$ cat config.mk
export PLATFORM = sky130hd
export DESIGN_NAME = ifetch_queue
export DESIGN_NICKNAME = d
export VERILOG_FILES = /design/src/rtl/ifetch_queue.sv
export SDC_FILE = /design/constraint.sdc
export NUM_CORES = 1
export LEC_CHECK = 0
export ABC_CLOCK_PERIOD_IN_PS = 6600
export BUFFER_PORTS_ARGS = -buffer_cell sky130_fd_sc_hd__buf_2
export CORE_UTILIZATION = 60
export CTS_CLUSTER_DIAMETER = 30
export DETAILED_ROUTE_END_ITERATION = 8
export PLACE_DENSITY = 0.81
export SETUP_SLACK_MARGIN = 0.2
export SKIP_CTS_REPAIR_TIMING = 1
export SLEW_MARGIN = 25
export SYNTH_ARGS = -nofsm -noshare
export SYNTH_HDL_FRONTEND = slang
export SYNTH_SLANG_ARGS = --single-unit
$ cat constraint.sdc
create_clock -name clk -period 6.6 [get_ports clk]
set_input_delay 0.66 -clock clk [delete_from_list [all_inputs] [get_ports clk]]
set_output_delay 0.66 -clock clk [all_outputs]
set_load 0.01 [all_outputs]
$ cat src/rtl/ifetch_queue.sv
// ifetch_queue: instruction fetch queue feeding the dispatcher.
//
// Owns the fetch PC, issues one word request per cycle to a fixed one-cycle
// latency instruction memory, and buffers the returned words (each paired
// with its PC+4) in a circular FIFO of DEPTH entries. The head entry is
// presented combinationally to the dispatcher. A jump/branch strobe flushes
// all buffered and in-flight work and redirects the fetch PC.
//
// Optional build macro: IFQ_STATS_EN adds saturating statistics counters
// (stat_fetched, stat_flushes, stat_full_cycles). Functional behaviour is
// identical with or without it.
//
// Handshake summary (all single-cycle, no backpressure on the memory side):
//   - imem_req=1 in cycle N means imem_addr is a valid request in cycle N;
//     imem_rdata carries the answer during cycle N+1 and is captured at the
//     end of N+1 unless a flush happens in N+1.
//   - dispatch_ren=1 pops the head at the end of the cycle only when the
//     queue is non-empty and no flush is present; on an empty queue it is a
//     no-op.
//   - dispatch_jump_branch=1 is a one-cycle strobe that wins over capture,
//     pop and request in the same cycle.
//
// No state machine beyond the one-bit in-flight tracker: the block is a
// pointer/counter FIFO plus a one-deep request tracker.

module ifetch_queue #(
  parameter int unsigned DEPTH    = 4,
  parameter logic [31:0] PC_RESET = 32'h0000_0000
) (
  input  logic        clk,
  input  logic        rst,
  output logic        imem_req,
  output logic [31:0] imem_addr,
  input  logic [31:0] imem_rdata,
  input  logic        dispatch_ren,
  input  logic        dispatch_jump_branch,
  input  logic [31:0] dispatch_jmp_branch_addr,
  output logic [31:0] ifetch_instruction,
  output logic [31:0] ifetch_pc_plus_four,
  output logic        ifetch_empty_flag
`ifdef IFQ_STATS_EN
  ,
  output logic [31:0] stat_fetched,
  output logic [15:0] stat_flushes,
  output logic [31:0] stat_full_cycles
`endif
);

  // Pointer width and count width (count must be able to hold DEPTH itself).
  localparam int unsigned AW = $clog2(DEPTH);
  localparam int unsigned CW = AW + 1;

  localparam logic [AW-1:0] PTR_ONE   = 1;
  localparam logic [CW-1:0] CNT_ONE   = 1;
  localparam logic [CW-1:0] CNT_FULL  = CW'(DEPTH);
  // Occupancy (count + in-flight) needs one more bit than count.
  localparam logic [CW:0]   OCC_LIMIT = (CW+1)'(DEPTH);

  // ---------------------------------------------------------------------------
  // State
  // ---------------------------------------------------------------------------
  logic [31:0]   fetch_pc_q, fetch_pc_d;
  logic [31:0]   req_pc_q,   req_pc_d;
  logic          inflight_q, inflight_d;
  logic [AW-1:0] rd_ptr_q,   rd_ptr_d;
  logic [AW-1:0] wr_ptr_q,   wr_ptr_d;
  logic [CW-1:0] count_q,    count_d;

  // Entry storage; validity is defined only by count and the pointers.
  logic [31:0]   instr_mem_q [DEPTH];
  logic [31:0]   ppf_mem_q   [DEPTH];

  // ---------------------------------------------------------------------------
  // Per-cycle events
  // ---------------------------------------------------------------------------
  logic          flush;
  logic          capture;
  logic          pop;
  logic          queue_empty;
  logic [CW:0]   occupancy;

  // Decode this cycle's events; flush suppresses everything else.
  always_comb begin
    flush       = dispatch_jump_branch;
    queue_empty = (count_q == '0);
    capture     = inflight_q && !flush;
    pop         = dispatch_ren && !queue_empty && !flush;
    occupancy   = {1'b0, count_q} + {{CW{1'b0}}, inflight_q};
  end

  // Request generation: only request when the response is guaranteed a slot,
  // counting the pre-pop occupancy so a full queue can never receive data.
  always_comb begin
    imem_req  = !rst && !flush && (occupancy < OCC_LIMIT);
    imem_addr = fetch_pc_q;
  end

  // Next-state for fetch PC, request tracker, pointers and count.
  always_comb begin
    fetch_pc_d = fetch_pc_q;
    req_pc_d   = req_pc_q;
    inflight_d = imem_req;
    rd_ptr_d   = rd_ptr_q;
    wr_ptr_d   = wr_ptr_q;
    count_d    = count_q;

    if (flush) begin
      // Redirect: drop all buffered and in-flight work, force word alignment.
      fetch_pc_d = {dispatch_jmp_branch_addr[31:2], 2'b00};
      inflight_d = 1'b0;
      rd_ptr_d   = '0;
      wr_ptr_d   = '0;
      count_d    = '0;
    end else begin
      if (imem_req) begin
        fetch_pc_d = fetch_pc_q + 32'd4;
        req_pc_d   = fetch_pc_q;
      end
      if (capture) begin
        wr_ptr_d = wr_ptr_q + PTR_ONE;
      end
      if (pop) begin
        rd_ptr_d = rd_ptr_q + PTR_ONE;
      end
      case ({capture, pop})
        2'b10:   count_d = count_q + CNT_ONE;
        2'b01:   count_d = count_q - CNT_ONE;
        default: count_d = count_q;
      endcase
    end
  end

  // Control state registers with asynchronous reset.
  always_ff @(posedge clk or posedge rst) begin
    if (rst) begin
      fetch_pc_q <= PC_RESET;
      req_pc_q   <= 32'h0000_0000;
      inflight_q <= 1'b0;
      rd_ptr_q   <= '0;
      wr_ptr_q   <= '0;
      count_q    <= '0;
    end else begin
      fetch_pc_q <= fetch_pc_d;
      req_pc_q   <= req_pc_d;
      inflight_q <= inflight_d;
      rd_ptr_q   <= rd_ptr_d;
      wr_ptr_q   <= wr_ptr_d;
      count_q    <= count_d;
    end
  end

  // Entry storage write: the returned word paired with its PC+4.
  always_ff @(posedge clk) begin
    if (capture) begin
      instr_mem_q[wr_ptr_q] <= imem_rdata;
      ppf_mem_q[wr_ptr_q]   <= req_pc_q + 32'd4;
    end
  end

  // Head presentation; zeros while empty so stale entries never leak out.
  always_comb begin
    ifetch_empty_flag = queue_empty;
    if (queue_empty) begin
      ifetch_instruction  = 32'h0000_0000;
      ifetch_pc_plus_four = 32'h0000_0000;
    end else begin
      ifetch_instruction  = instr_mem_q[rd_ptr_q];
      ifetch_pc_plus_four = ppf_mem_q[rd_ptr_q];
    end
  end

`ifdef IFQ_STATS_EN
  // ---------------------------------------------------------------------------
  // Statistics (saturating at all-ones)
  // ---------------------------------------------------------------------------
  logic [31:0] stat_fetched_q,     stat_fetched_d;
  logic [15:0] stat_flushes_q,     stat_flushes_d;
  logic [31:0] stat_full_cycles_q, stat_full_cycles_d;

  // Saturating increments for each statistic.
  always_comb begin
    stat_fetched_d     = stat_fetched_q;
    stat_flushes_d     = stat_flushes_q;
    stat_full_cycles_d = stat_full_cycles_q;
    if (capture && (stat_fetched_q != '1)) begin
      stat_fetched_d = stat_fetched_q + 32'd1;
    end
    if (flush && (stat_flushes_q != '1)) begin
      stat_flushes_d = stat_flushes_q + 16'd1;
    end
    if ((count_q == CNT_FULL) && (stat_full_cycles_q != '1)) begin
      stat_full_cycles_d = stat_full_cycles_q + 32'd1;
    end
  end

  // Statistics registers with asynchronous reset.
  always_ff @(posedge clk or posedge rst) begin
    if (rst) begin
      stat_fetched_q     <= '0;
      stat_flushes_q     <= '0;
      stat_full_cycles_q <= '0;
    end else begin
      stat_fetched_q     <= stat_fetched_d;
      stat_flushes_q     <= stat_flushes_d;
      stat_full_cycles_q <= stat_full_cycles_d;
    end
  end

  // Expose statistics.
  always_comb begin
    stat_fetched     = stat_fetched_q;
    stat_flushes     = stat_flushes_q;
    stat_full_cycles = stat_full_cycles_q;
  end
`endif

endmodule

==> impl_metrics.csv, run 1 <==
group,metric,value,unit
run_status,outcome,"finished, final reports clean",
finish,syn_to_final_growth,21.2,%
job,cap_viol_max_count,0,
finish,layout.core_utilization,74.1,%
placed_design,dp_hpwl,14.9,mm
cts,cts_max_level,2,
worst_setup_path,timing.critical_path.required,5940,ps
worst_setup_path,worst-path-buf-inv,2,
worst_setup_path,crit_fanout,37,
sta,slew_headroom,38.4,%
worst_setup_path,largest_stage_delay_worst_path,780,ps
sta,timing.final.crit_period,3700,ps
drt,avgRoutedWirePerCell,20.0,µm
global_routing,wire_length_of_the_first_global_routing_pass,41.2,mm
logic_synthesis,synth_top_cell_area_share,56.0,%
logic_synthesis,netlist_area_before_placement,0.0133,mm²
cts,clock_latency,540,ps
cts,cts.sinks,316,
drt,drt_first_iter_violations,483,
worst_setup_path,slowest_stage,"dfrtp_4",
finish,mostFrequentLayoutCells,"edfxtp_1 (248), buf_2 (159), nor2b_1 (67)",
worst_setup_path,cp_data_arrival_time,3040,ps
global_routing,grt_antenna_before_repair,0,
drt,wl,26.4,mm
floorplan,fp.dieH,151,µm
placed_design,gp_routability_congestion,0.835,
logic_synthesis,post_synth_edffs,248,
cts,cts-buffers-inserted,51,
floorplan,die-width,151,µm
sta,hold-worst-slack,327,ps
finish,n_antenna_cell,0,
min_path,hp-class,"primary input to flip-flop",
finish,mostFrequentLayoutCell,"edfxtp_1",
global_routing,grt_max_degree,69,
cts,cts_tree,"yes",
logic_synthesis,synth.yosys.seq_area_share,68.8,%
floorplan,die_area,0.0228,mm²
sta,hold_viol,0,
worst_setup_path,timing.critical_path.to_type,"output port",
global_routing,grt_overflow_total,0,
sta,drv_slew,0,
global_routing,gr-usage-all-layers,24.1,%
drt,detailroute.via_count,7719,
floorplan,core,0.0218,mm²
sta,post_route_fraction_of_the_period_consumed_by_the_critical_path,56.1,%
power,vdd_drop_max,0.000281,V
logic_synthesis,synth_top_area_cell,"edfxtp_1",
drt,route.antenna.remaining_nets,0,
logic_synthesis,postSynthCellCount,817,
finish,nFillCells,1335,
power,power_per_cell_area,413,mW/mm²
sta,worst_pin_slew,924,ps
logic_synthesis,synth.yosys.warnings,0,
worst_setup_path,timing_worst_setup_path_type,"flip-flop to output port",
worst_setup_path,timing.critical_path.cells,"buf_4 > mux4_2 > nor2b_1 > buf_2",
placed_design,placement.io_buffers,159,
logic_synthesis,async_flop_share,21.5,%
worst_setup_path,cpLargestDelayFamily,"buffers and inverters",
worst_setup_path,critical_path.startpoint_type,"flip-flop",
drt,detail_route.drc_violations,0,
sta,maxClockFrequency,270,MHz
logic_synthesis,avgSynthCellArea,16.3,µm²
cts,ctsRootBufferMaster,"clkbuf_16",
power,power_leakage,0.00577,µW
floorplan,floorplan.initialDensity,61.1,%
logic_synthesis,synth.area.top_cells,"edfxtp_1 (56%), dfrtp_1 (13%), mux4_2 (11%)",
cts,cts_max_path_buffers,3,
logic_synthesis,synth_cell_type_count,43,
sta,fin_setup_tns,0,ps
drt,drt_pre_antenna_iters,5,
sta,fin_worst_skew,19.7,ps
drt,via_per_inst,5.85,
global_routing,first_global_vias,7621,
floorplan,design.portCount,166,
cts,path_clk_slew,50,ps
sta,setup_viol_count_final,0,
sta,grt_setup_unrepaired,"false",
logic_synthesis,top_flip_flop_cell_by_instance_count_after_synthesis,"edfxtp_1",
finish,final_layout_size_suffix_gt1_share,34.0,%
logic_synthesis,synth.ff_latch_count,316,
finish,nNetsFinal,1076,
floorplan,rows,54,
==> cells by family (layout without fill, tap and decap cells) <==
logic type               after synthesis  in the layout  share of synthesized area, %
AO/OA/AOI/OAI                         62             62                          2.95
adder cells (fa/ha/maj)                7              7                         0.715
buffers and inverters                 58            278                          1.85
flip-flops                           316            316                          68.8
XOR/XNOR                              42             42                          2.77
other                                  1              4                        0.0282
multiplexers                          88             88                          12.7
AND/OR/NAND/NOR                      243            243                          10.2
==> flip-flops by register name, indices dropped and copies added, names as in the netlist <==
register     count
instr_mem_q    128
count_q          3
wr_ptr_q         2
imem_addr       30
inflight_q       1
req_pc_q        30
rd_ptr_q         2
ppf_mem_q      120
==> cells in the mapped netlist, drive strengths merged, types with 6 or more instances <==
cell and instances:
ha 6, o21ai 29, mux4 62, nor2 27, nor3 13, mux2 22
buf 16, a31oi 13, or3 10, xor2 17, and4 6, nand2 39
edfxtp 248, xnor2 25, nor4 7, o31ai 9, nand4 22, inv 15
clkbuf 26, dfrtp 68, nand3 24, or4 13, nor2b 67
==> routing by layer <==
layer  share of wire (%)  track usage [%]  vias to the layer above
li1                    -                -                     3545
met1                  41             32.1                     3836
met2                  51             41.0                      296
met3                 6.5             4.10                       42
met4                 1.7             6.90                        0
met5                   0                0                        -
==> worst min-delay path, cell delays in order <==
cell	delay, ps
buf_2	70
nand2_1	40
o21ai_0	50
==> power by group <==
part           internal [µW]  total [µW]  switching (µW)
clock                   1740        2650             910
sequential              2410        2620             209
combinational            608        1370             765
total                   4760        6650            1880
==> final timing paths <==
kind / from / to / slack [ps] / cells after the start
max: rd_ptr_q[0] / ifetch_pc_plus_four[11] / 2900 / 4
min: dispatch_jmp_branch_addr[7] / imem_addr[7] / 330 / 3
max reg2reg: inflight_q / imem_addr[21] / 4080 / 4
min reg2reg: req_pc_q[16] / req_pc_q[16] / 550 / 1
max in group asynchronous: rst / rd_ptr_q[0] / 5590 / 3
min in group asynchronous: rst / inflight_q / 400 / 3
==> final cells by class <==
type | count | area (µm²) | share of cell area (%)
Multi-Input combinational cell | 446 | 3920 | 24.3
Tap cell | 280 | 350 | 2.17
Clock buffer | 57 | 1340 | 8.33
Sequential cell | 316 | 9150 | 56.8
Inverter | 16 | 60.1 | 0.373
Timing Repair Buffer | 170 | 878 | 5.45
Clock inverter | 35 | 404 | 2.51
==> through the flow <==
step / std cells / setup slack (ps) / power, µW / instance area (µm²)
2_1_floorplan: 820 / 3660 / 3520 / 13300
6_report: 1320 / 2900 / 6650 / 16100
3_5_place_dp: 1228 / 3420 / 4030 / 14400
4_1_cts: 1320 / 2770 / 6710 / 16100
3_3_place_gp: 1228 / 3400 / 3980 / 14400
5_1_grt: 1320 / 2690 / 6940 / 16100
Power figures use the tool's default switching activity.
==> inputs of run 2 (changes only) <==
--- a/config.mk
+++ b/config.mk
@@ -5,12 +5,12 @@
 export SDC_FILE = /design/constraint.sdc
 export NUM_CORES = 1
 export LEC_CHECK = 0
-export ABC_CLOCK_PERIOD_IN_PS = 6600
+export ABC_CLOCK_PERIOD_IN_PS = 3880
 export BUFFER_PORTS_ARGS = -buffer_cell sky130_fd_sc_hd__buf_2
-export CORE_UTILIZATION = 60
+export CORE_UTILIZATION = 58
 export CTS_CLUSTER_DIAMETER = 30
 export DETAILED_ROUTE_END_ITERATION = 8
-export PLACE_DENSITY = 0.81
+export PLACE_DENSITY = 0.79
 export SETUP_SLACK_MARGIN = 0.2
 export SKIP_CTS_REPAIR_TIMING = 1
 export SLEW_MARGIN = 25
==> constraint.sdc (replaced) <==
create_clock -name clk -period 3.88 [get_ports clk]
set_input_delay 0.388 -clock clk [delete_from_list [all_inputs] [get_ports clk]]
set_output_delay 0.388 -clock clk [all_outputs]
set_load 0.01 [all_outputs]
==> run 2 against run 1 <==
  * The flow now finishes with violations (hold timing)
  * Worst setup slack lost 2000 ps
  * Total power grew 78%
  * Via count grew 0.62%
  * Die area grew 3.4%
  * Core utilization shrank 1.3 points
  * Sequential power grew 71%
  * Sequential cell count is the same
  * Clock-buffer cell count grew 4
  * Wire length grew 1.7%
  * Worst hold slack lost 340 ps
  * First-iteration DRC count shrank 8.1%
  * Clock skew shrank 6.3 ps
  * Critical path type unchanged
  * Highest routed layer unchanged
==> impl_metrics.csv, run 2 (synthesized netlist as in run 1, its figures left out) <==
group,metric,value,unit
cts,cts-buffers-inserted,58,
drt,route.antenna.remaining_nets,0,
sta,slew_headroom,37.8,%
sta,post_route_fraction_of_the_period_consumed_by_the_critical_path,78.0,%
finish,final_layout_size_suffix_gt1_share,35.3,%
global_routing,grt_antenna_before_repair,0,
power,power_switching,3390,µW
drt,detail_route.drc_violations,0,
worst_setup_path,cp_data_arrival_time,2640,ps
sta,hold_viol,28,
drt,avgRoutedWirePerCell,20.0,µm
global_routing,gr-usage-all-layers,23.9,%
min_path,hp-class,"primary input to async pin",
sta,grt_setup_unrepaired,"false",
drt,wl,26.9,mm
global_routing,wire_length_of_the_first_global_routing_pass,42.8,mm
power,power_leakage,0.00592,µW
drt,via_per_inst,5.77,
placed_design,dp_hpwl,16.0,mm
power,p_int,8430,µW
sta,worst_pin_slew,932,ps
power,clock_power_share,42.4,%
worst_setup_path,critical_path.startpoint_type,"flip-flop",
power,pwr-share-comb,19.7,%
finish,nNetsFinal,1087,
floorplan,design.portCount,166,
power,vdd_drop_max,0.000422,V
cts,cts_max_level,2,
finish,mostFrequentLayoutCell,"edfxtp_1",
worst_setup_path,timing.critical_path.required,3490,ps
sta,timing.final.crit_period,3030,ps
sta,maxClockFrequency,330,MHz
floorplan,rows,55,
placed_design,placedInstanceArea,0.0145,mm²
global_routing,first_global_vias,7806,
sta,fin_worst_skew,13.4,ps
power,seq_power_share,37.9,%
power,power_per_cell_area,719,mW/mm²
finish,final_cell_area,0.0164,mm²
finish,largest_registers,"instr_mem_q (128), ppf_mem_q (120)",
power,power.share.switching,28.7,%
floorplan,die_area,0.0235,mm²
finish,registers.top_by_ff_count,"instr_mem_q",
placed_design,gp_routability_congestion,0.853,
floorplan,fp.dieH,153,µm
run_status,violations,"hold timing",
cts,cts.sinks,316,
sta,fin_setup_tns,0,ps
global_routing,grt_max_degree,64,
job,cap_viol_max_count,0,
worst_setup_path,timing.critical_path.to_type,"output port",
sta,drv_slew,0,
sta,hold-worst-slack,-17.2,ps
cts,ctsRootBufferMaster,"clkbuf_16",
placed_design,placement.io_buffers,159,
cts,clock_latency,560,ps
global_routing,grt_overflow_total,0,
worst_setup_path,timing_worst_setup_path_type,"flip-flop to output port",
floorplan,floorplan.initialDensity,58.9,%
finish,syn_to_final_growth,23.6,%
finish,n_antenna_cell,0,
drt,drt_pre_antenna_iters,5,
cts,cts_tree,"yes",
cts,path_clk_slew,50,ps
floorplan,core,0.0226,mm²
worst_setup_path,crit_fanout,36,
finish,number_of_flip_flops_under_the_largest_register_name,128,
floorplan,die-width,153,µm
run_status,outcome,"complete, but fails checks",
drt,detailroute.via_count,7767,
drt,drt_first_iter_violations,444,
finish,mostFrequentLayoutCells,"edfxtp_1 (248), buf_2 (159), nor2b_1 (67)",
sta,setup_viol_count_final,0,
cts,cts_max_path_buffers,3,
==> run 2: cell types whose count changed in the layout (fill, tap and decap cells not counted), sizes merged <==
cell	previous run	this run
buf	170	174
inv	22	27
clkbuf	57	61
clkinvlp	10	9
clkinv	12	20
==> run 2: critical path, stage by stage, from the launching register on <==
cell and delay [ps]:
dfrtp_2 970, buf_4 410, mux4_2 350, nor2b_1 160
buf_2 180
==> run 2: worst paths after layout <==
path	startpoint	end	slack [ps]	cells after the start
max	rd_ptr_q[1]	ifetch_instruction[0]	850	4
min	rst	inflight_q	-20	2
max reg2reg	inflight_q	req_pc_q[10]	1370	4
min reg2reg	req_pc_q[30]	req_pc_q[30]	560	1
max in group asynchronous	rst	req_pc_q[24]	3110	3
min in group clk	dispatch_jmp_branch_addr[4]	imem_addr[4]	40	3
==> run 2: layout make-up <==
type | count | area (µm²)
Sequential cell | 316 | 9150
Fill cell | 1411 | 6140
Multi-Input combinational cell | 446 | 3920
Clock buffer | 61 | 1480
Timing Repair Buffer | 174 | 958
Clock inverter | 47 | 494
Tap cell | 285 | 357
Inverter | 16 | 61.3
==> run 2: power by group through the flow <==
stage / Clock (µW) / Combinational, µW / Sequential (µW)
final: 5010 / 2330 / 4480
after global routing: 5220 / 2530 / 4530
after CTS: 5060 / 2370 / 4480
after detailed placement: 0 / 2350 / 4530
after global placement: 0 / 2280 / 4520
after floorplan: 0 / 1610 / 4370
==> run 2: layer usage <==
layer	vias up	wire (µm)	share of wire, %	GRT usage, %
li1	3571	-	-	-
met1	3908	11500	43	32.2
met2	246	13400	50	39.4
met3	42	1330	5.0	4.05
met4	0	646	2.4	8.95
met5	-	0	0	0
==> run 2: through the flow <==
stage	instances	utilization, %	power (µW)	setup WS (ps)	hold slack [ps]
5_1_grt	1345	72.8	12300	716	35.3
3_3_place_gp	1237	64.0	6800	1390	528
2_1_floorplan	820	-	5980	1210	487
6_report	1345	72.8	11800	853	-17.2
4_1_cts	1345	72.8	11900	793	23.9
3_5_place_dp	1237	64.0	6880	1390	546
